[src/rtl/bpm_ctrl_pkg.sv]
// Shared types and helpers for the BPM ramp controller: FSM state encoding,
// a bounded-step approach function and a sample clamp.
package bpm_ctrl_pkg;

    typedef enum logic [1:0] {
        IDLE  = 2'd0,
        RAMP  = 2'd1,
        LOCK  = 2'd2,
        DECAY = 2'd3
    } ctrl_state_t;

    // Callers zero-extend their BPM values to 16 bits, which keeps the
    // helpers independent of the module parameters.
    function automatic logic [15:0] step_toward(input logic [15:0] est,
                                                input logic [15:0] goal,
                                                input logic [15:0] step);
        logic [15:0] diff;
        if (est >= goal) begin
            diff = est - goal;
            step_toward = (diff <= step) ? goal : est - step;
        end else begin
            diff = goal - est;
            step_toward = (diff <= step) ? goal : est + step;
        end
    endfunction

    function automatic logic [15:0] clamp_bpm(input logic [15:0] sample,
                                              input logic [15:0] max_bpm);
        clamp_bpm = (sample > max_bpm) ? max_bpm : sample;
    endfunction

endpackage

[src/rtl/bpm_block_averager.sv]
// Accepts raw BPM samples, clamps them and averages fixed blocks of
// 2^AVG_LOG2 samples into a registered target with a same-cycle update strobe.
module bpm_block_averager
    import bpm_ctrl_pkg::*;
#(
    parameter int MAX_BPM  = 200,
    parameter int BPM_W    = $clog2(MAX_BPM + 1),
    parameter int AVG_LOG2 = 2
) (
    input  logic             clk,
    input  logic             reset,
    input  logic [BPM_W-1:0] bpm_in,
    input  logic             bpm_valid,
    output logic             bpm_ready,
    output logic [BPM_W-1:0] target_bpm,
    output logic             tgt_upd,
    output logic [BPM_W-1:0] new_target
);

    localparam int ACC_W = BPM_W + AVG_LOG2;

    logic [ACC_W-1:0]    acc;
    logic [AVG_LOG2-1:0] cnt;
    logic [BPM_W-1:0]    sample;
    logic [ACC_W-1:0]    sum;
    logic                accept;

    assign accept = bpm_valid && bpm_ready;
    assign sample = BPM_W'(clamp_bpm(16'(bpm_in), 16'(MAX_BPM)));
    assign sum    = acc + ACC_W'(sample);

    // The completing sample is folded into the average; the strobe fires in
    // the accepting cycle so the controller can act on it at the same edge
    // that loads target_bpm.
    assign new_target = BPM_W'(sum >> AVG_LOG2);
    assign tgt_upd    = accept && (cnt == '1);

    always_ff @(posedge clk or posedge reset) begin
        if (reset) begin
            bpm_ready  <= 1'b0;
            acc        <= '0;
            cnt        <= '0;
            target_bpm <= '0;
        end else begin
            bpm_ready <= 1'b1;
            if (accept) begin
                if (tgt_upd) begin
                    target_bpm <= new_target;
                    acc        <= '0;
                    cnt        <= '0;
                end else begin
                    acc <= sum;
                    cnt <= cnt + 1'b1;
                end
            end
        end
    end

endmodule

[src/rtl/bpm_ramp_controller.sv]
// Drives the brightness filter's BPM estimate and enable: ramps toward the
// averaged target only at frame boundaries and decays to zero on silence.
module bpm_ramp_controller
    import bpm_ctrl_pkg::*;
#(
    parameter int MAX_BPM        = 200,
    parameter int BPM_W          = $clog2(MAX_BPM + 1),
    parameter int AVG_LOG2       = 2,
    parameter int RAMP_STEP      = 2,
    parameter int TIMEOUT_FRAMES = 120
) (
    input  logic             clk,
    input  logic             reset,
    input  logic [BPM_W-1:0] bpm_in,
    input  logic             bpm_valid,
    output logic             bpm_ready,
    input  logic             frame_start,
    input  logic             enable_req,
    output logic [BPM_W-1:0] bpm_estimate,
    output logic             filter_enable,
    output logic [BPM_W-1:0] target_bpm,
    output logic [1:0]       state
);

    localparam int FCNT_W = $clog2(TIMEOUT_FRAMES + 1);

    ctrl_state_t       state_q, state_n;
    logic [BPM_W-1:0]  est_n, goal, step_est, new_target;
    logic [FCNT_W-1:0] fcnt, fcnt_n;
    logic              en_n, tgt_upd, run, timeout;

    bpm_block_averager #(
        .MAX_BPM  (MAX_BPM),
        .BPM_W    (BPM_W),
        .AVG_LOG2 (AVG_LOG2)
    ) u_avg (
        .clk        (clk),
        .reset      (reset),
        .bpm_in     (bpm_in),
        .bpm_valid  (bpm_valid),
        .bpm_ready  (bpm_ready),
        .target_bpm (target_bpm),
        .tgt_upd    (tgt_upd),
        .new_target (new_target)
    );

    assign state = state_q;

    always_comb begin
        state_n  = state_q;
        est_n    = bpm_estimate;
        fcnt_n   = fcnt;
        en_n     = filter_enable;
        goal     = (state_q == DECAY) ? '0 : target_bpm;
        step_est = BPM_W'(step_toward(16'(bpm_estimate), 16'(goal), 16'(RAMP_STEP)));
        run      = (state_q == RAMP) || (state_q == LOCK);
        timeout  = frame_start && run && !tgt_upd &&
                   (fcnt >= FCNT_W'(TIMEOUT_FRAMES - 1));

        // The step always uses the registered target; a coincident update
        // only becomes the goal from the following frame.
        if (frame_start && state_q != IDLE)
            est_n = step_est;

        if (tgt_upd)
            fcnt_n = '0;
        else if (frame_start && run && fcnt < FCNT_W'(TIMEOUT_FRAMES))
            fcnt_n = fcnt + 1'b1;

        case (state_q)
            IDLE: begin
                if (tgt_upd)
                    state_n = RAMP;
            end
            RAMP: begin
                if (timeout)
                    state_n = DECAY;
                else if (!tgt_upd && frame_start && step_est == target_bpm)
                    state_n = LOCK;
            end
            LOCK: begin
                if (tgt_upd) begin
                    if (new_target != est_n)
                        state_n = RAMP;
                end else if (timeout) begin
                    state_n = DECAY;
                end
            end
            DECAY: begin
                if (tgt_upd)
                    state_n = RAMP;
                else if (frame_start && step_est == '0)
                    state_n = IDLE;
            end
            default: state_n = IDLE;
        endcase

        if (frame_start)
            en_n = enable_req && (state_n != IDLE);
    end

    always_ff @(posedge clk or posedge reset) begin
        if (reset) begin
            state_q       <= IDLE;
            bpm_estimate  <= '0;
            filter_enable <= 1'b0;
            fcnt          <= '0;
        end else begin
            state_q       <= state_n;
            bpm_estimate  <= est_n;
            filter_enable <= en_n;
            fcnt          <= fcnt_n;
        end
    end

endmodule

[config.mk]
export PLATFORM = sky130hd
export DESIGN_NAME = bpm_ramp_controller
export DESIGN_NICKNAME = d
export VERILOG_FILES = /design/src/rtl/bpm_ctrl_pkg.sv /design/src/rtl/bpm_block_averager.sv /design/src/rtl/bpm_ramp_controller.sv
export SDC_FILE = /design/constraint.sdc
export NUM_CORES = 1
export LEC_CHECK = 0
export CORE_ASPECT_RATIO = 1.2
export CORE_MARGIN = 10
export CORE_UTILIZATION = 41
export CTS_CLUSTER_SIZE = 8
export DETAILED_ROUTE_END_ITERATION = 7
export PLACE_DENSITY = 0.71
export SYNTH_ARGS = -nofsm -noshare
export SYNTH_HDL_FRONTEND = slang
export SYNTH_SLANG_ARGS = --single-unit
export TNS_END_PERCENT = 20
[constraint.sdc]
create_clock -name clk -period 4.75 [get_ports clk]
set_clock_uncertainty 0.05 [all_clocks]
set_input_delay 0.95 -clock clk [delete_from_list [all_inputs] [get_ports clk]]
set_output_delay 0.95 -clock clk [all_outputs]
set_load 0.1 [all_outputs]
==> flow_summary_export.csv <==
group,metric,value,unit
setup_path,cpMostUsedCell,"buf_4",
sta,slew_headroom,33.69,%
cts,clkLatencyLatePin,290,ps
cells_and_area,nets,737,
sta,hold_viol_final,0,
cts,cts_max_path_buffers,2,
setup_path,cp_max_fo,12,
logic_synthesis,async_flop_share,100.0,%
setup_path,r2r-end,"filter_enable$_DFFE_PP0P_",
logic_synthesis,avgSynthCellArea,7.809,µm²
logic_synthesis,synth_common_cells,"nand2_1 (75), o21ai_0 (41), nor2_1 (40), dfrtp_1 (39), ha_1 (33)",
placed_design,io_buffers,32,
logic_synthesis,synth_compound_area_share,25.33,%
route,totalWireLength,15670,µm
outcome,outcome,"finished, final reports clean",
logic_synthesis,yosysMostFrequentCell,"nand2_1",
floorplan,initial_utilization,41.97,%
logic_synthesis,ys_types,84,
cts,clk_pin_slew,60,ps
global_routing,antenna_found_initial,0,
logic_synthesis,synth-xor-area-share,6.714,%
global_routing,grt_pass1_vias,4988,
setup_path,path_class,"reg -> reg",
setup_path,startpoint,"state[1]$_DFF_PP0_",
placed_design,hpwl,12400,µm
cts,numCtsBuffers,5,
logic_synthesis,yosys.area_share.simple,25.78,%
cts,cts_tree,"built",
route,drtIter0Drc,398,
route,drc,0,
cts,root_buffer,"clkbuf_16",
setup_path,worstRegToRegCells,17,
logic_synthesis,syn-num-nets,616,
floorplan,fp.dieArea,0.01540,mm²
cts,htreeDepth,2,
global_routing,grt.total_usage,20.01,%
sta,finalSetupViolCount,0,
min_path,min_path_cells,2,
route,ant_nets,0,
min_path,min_from,"u_avg.acc[7]$_DFFE_PP0P_",
cells_and_area,fin_util,57.03,%
placed_design,gp_congestion,1.039,
logic_synthesis,muxShareOfSynthArea,3.752,%
logic_synthesis,synth_top_cell_by_area,"dfrtp_1",
setup_path,cp-end-kind,"register",
floorplan,fp.dieW,115.0,µm
logic_synthesis,synth_area,0.004436,mm²
sta,period_share,99.17,%
logic_synthesis,synth_edf_count,0,
cells_and_area,num_antenna_cells,0,
logic_synthesis,ys_warn_count,0,
route,vias,4854,
logic_synthesis,synth_area_leaders,"dfrtp_1 (22%), ha_1 (9.3%), nand2_1 (6.3%)",
setup_path,crit_arrival,4820,ps
sta,drv_slew,0,
floorplan,die_h,133.9,µm
sta,fmax,0.2123,GHz
sta,rsz0062_at_grt,"yes",
floorplan,core_area,0.01057,mm²
route,via_per_inst,5.927,
setup_path,crit_required,4850,ps
flow_run,drv_cap,0,
setup_path,reg2reg_slack,40,ps
logic_synthesis,yosysTopAreaCellShare,22.00,%
global_routing,grt-ovfl-total,0,
cells_and_area,layout-drive-gt1-share,26.52,%
logic_synthesis,synth_ff_type,"dfrtp_1",
sta,finalCriticalPeriod,4710,ps
global_routing,grt_pass1_wl,25240,µm
setup_path,slowest_stage,"dfrtp_4",
setup_path,crit_chain,"ha_4 -> nand2b_1 -> ha_1 -> nand4bb_1 -> a311oi_2 -> o31a_1 -> o32ai_1 -> or3_4 -> buf_4 -> mux2_1 -> a222oi_1 -> buf_4 -> o22ai_1 -> nor3_2 -> a31oi_2 -> nor4b_2 -> a31oi_1",
logic_synthesis,synth_top_family_by_area,"simple AND/OR/NAND/NOR gates",
logic_synthesis,synthCells,568,
logic_synthesis,ys_seq_area_share,22.00,%
setup_path,crit_end,"filter_enable$_DFFE_PP0P_",
floorplan,ios,33,
sta,worst_pin_slew,991.6,ps
setup_path,startpoint_type,"register",
route,wl_per_cell,19.13,µm
setup_path,cpPeakStageDelay,500,ps
floorplan,num_rows,41,
logic_synthesis,ys_ff_latch,39,
cts,clock_sinks,39,
logic_synthesis,synthAdderAreaFrac,10.21,%
cells_and_area,synthToLayoutAreaGrowth,35.88,%
setup_path,r2r-start,"state[1]$_DFF_PP0_",
min_path,hp-class,"reg -> reg",
route,dr.pass1.iters,6,
global_routing,grt_max_degree,40,
## state kept, by name, indices dropped and copies added (netlist names)
register and flops:
bpm_estimate 8, fcnt 7, filter_enable 1, state 2
u_avg.acc 10, u_avg.bpm_ready 1, u_avg.cnt 2, u_avg.target_bpm 8
## critical path, delay by kind of cell, from the launching register on
| kind | cells | cell delay, ps |
|---|---|---|
| compound gates | 7 | 1300 |
| fa+ha+maj | 2 | 650 |
| buf+inv | 2 | 360 |
| flops | 1 | 500 |
| mux | 1 | 300 |
| simple gates | 5 | 1410 |
## metal layers
metal	vias to the layer above	wire length [µm]	global-route usage [%]
met5	-	0	0
met4	0	703	10.61
met3	52	854	2.677
met2	195	7873	34.84
met1	2304	6235	22.92
li1	2303	-	-
## cell usage in the layout (no fill, tap or decap), types with 12 or more instances in the layout
cell type / count
a21oi_1: 20
buf_4: 115
clkdlybuf4s50_1: 29
dfrtp_1: 37
ha_1: 24
inv_1: 31
nand2_1: 74
nand3_1: 12
nor2_1: 40
o21ai_0: 38
xnor2_1: 21
xor2_1: 12
## per-stage QoR
stage	setup WS (ps)	TNS (ps)	instance area [µm²]	hold slack, ps	instances
floorplan	21.30	0	4448	406.3	568
global placement	-279.5	-648.6	5613	426.2	808
detailed placement	-472.6	-1201	5613	427.3	808
CTS	55.23	0	5912	440.0	819
global route	-136.8	-190.5	6027	481.7	819
finish	39.56	0	6027	444.2	819
## worst min path at each step
| stage | to | slack, ps |
|---|---|---|
| final | u_avg.acc[7]$_DFFE_PP0P_ | 440 |
| after floorplan | u_avg.acc[0]$_DFFE_PP0P_ | 410 |
| after detailed placement | u_avg.acc[7]$_DFFE_PP0P_ | 430 |
| after global routing | u_avg.cnt[1]$_DFFE_PP0P_ | 480 |
| after global placement | u_avg.acc[7]$_DFFE_PP0P_ | 430 |
| after CTS | u_avg.acc[7]$_DFFE_PP0P_ | 440 |
## area by class of cell
| type | instances | area [µm²] |
|---|---|---|
| Multi-Input combinational cell | 465 | 3426 |
| Clock inverter | 1 | 7.507 |
| Clock buffer | 7 | 152.6 |
| Inverter | 31 | 116.4 |
| Sequential cell | 39 | 983.4 |
| Tap cell | 129 | 161.4 |
| Fill cell | 997 | 4541 |
| Timing Repair Buffer | 147 | 1180 |
## cells by family (layout without fill, tap and decap cells)
group | count (synthesis) | in the layout
simple gates | 218 | 218
compound gates | 162 | 162
buf+inv | 64 | 186
flops | 39 | 39
fa+ha+maj | 35 | 35
xor+xnor | 34 | 34
mux | 15 | 15
other cells | 1 | 1
## timing repair
| action | in CTS | in global routing |
|---|---|---|
| setup endpoints to repair | 3 | 3 |
| pin swaps | 24 | 0 |
| hold buffers | 0 | 0 |
| buffers inserted | 4 | 0 |
| resized for setup | 30 | 19 |
| endpoints found under the hold margin | 0 | 0 |
Power is left out: the tool's default activity adds up to more than one toggle a clock period on the data nets, which glitch-free logic cannot reach.
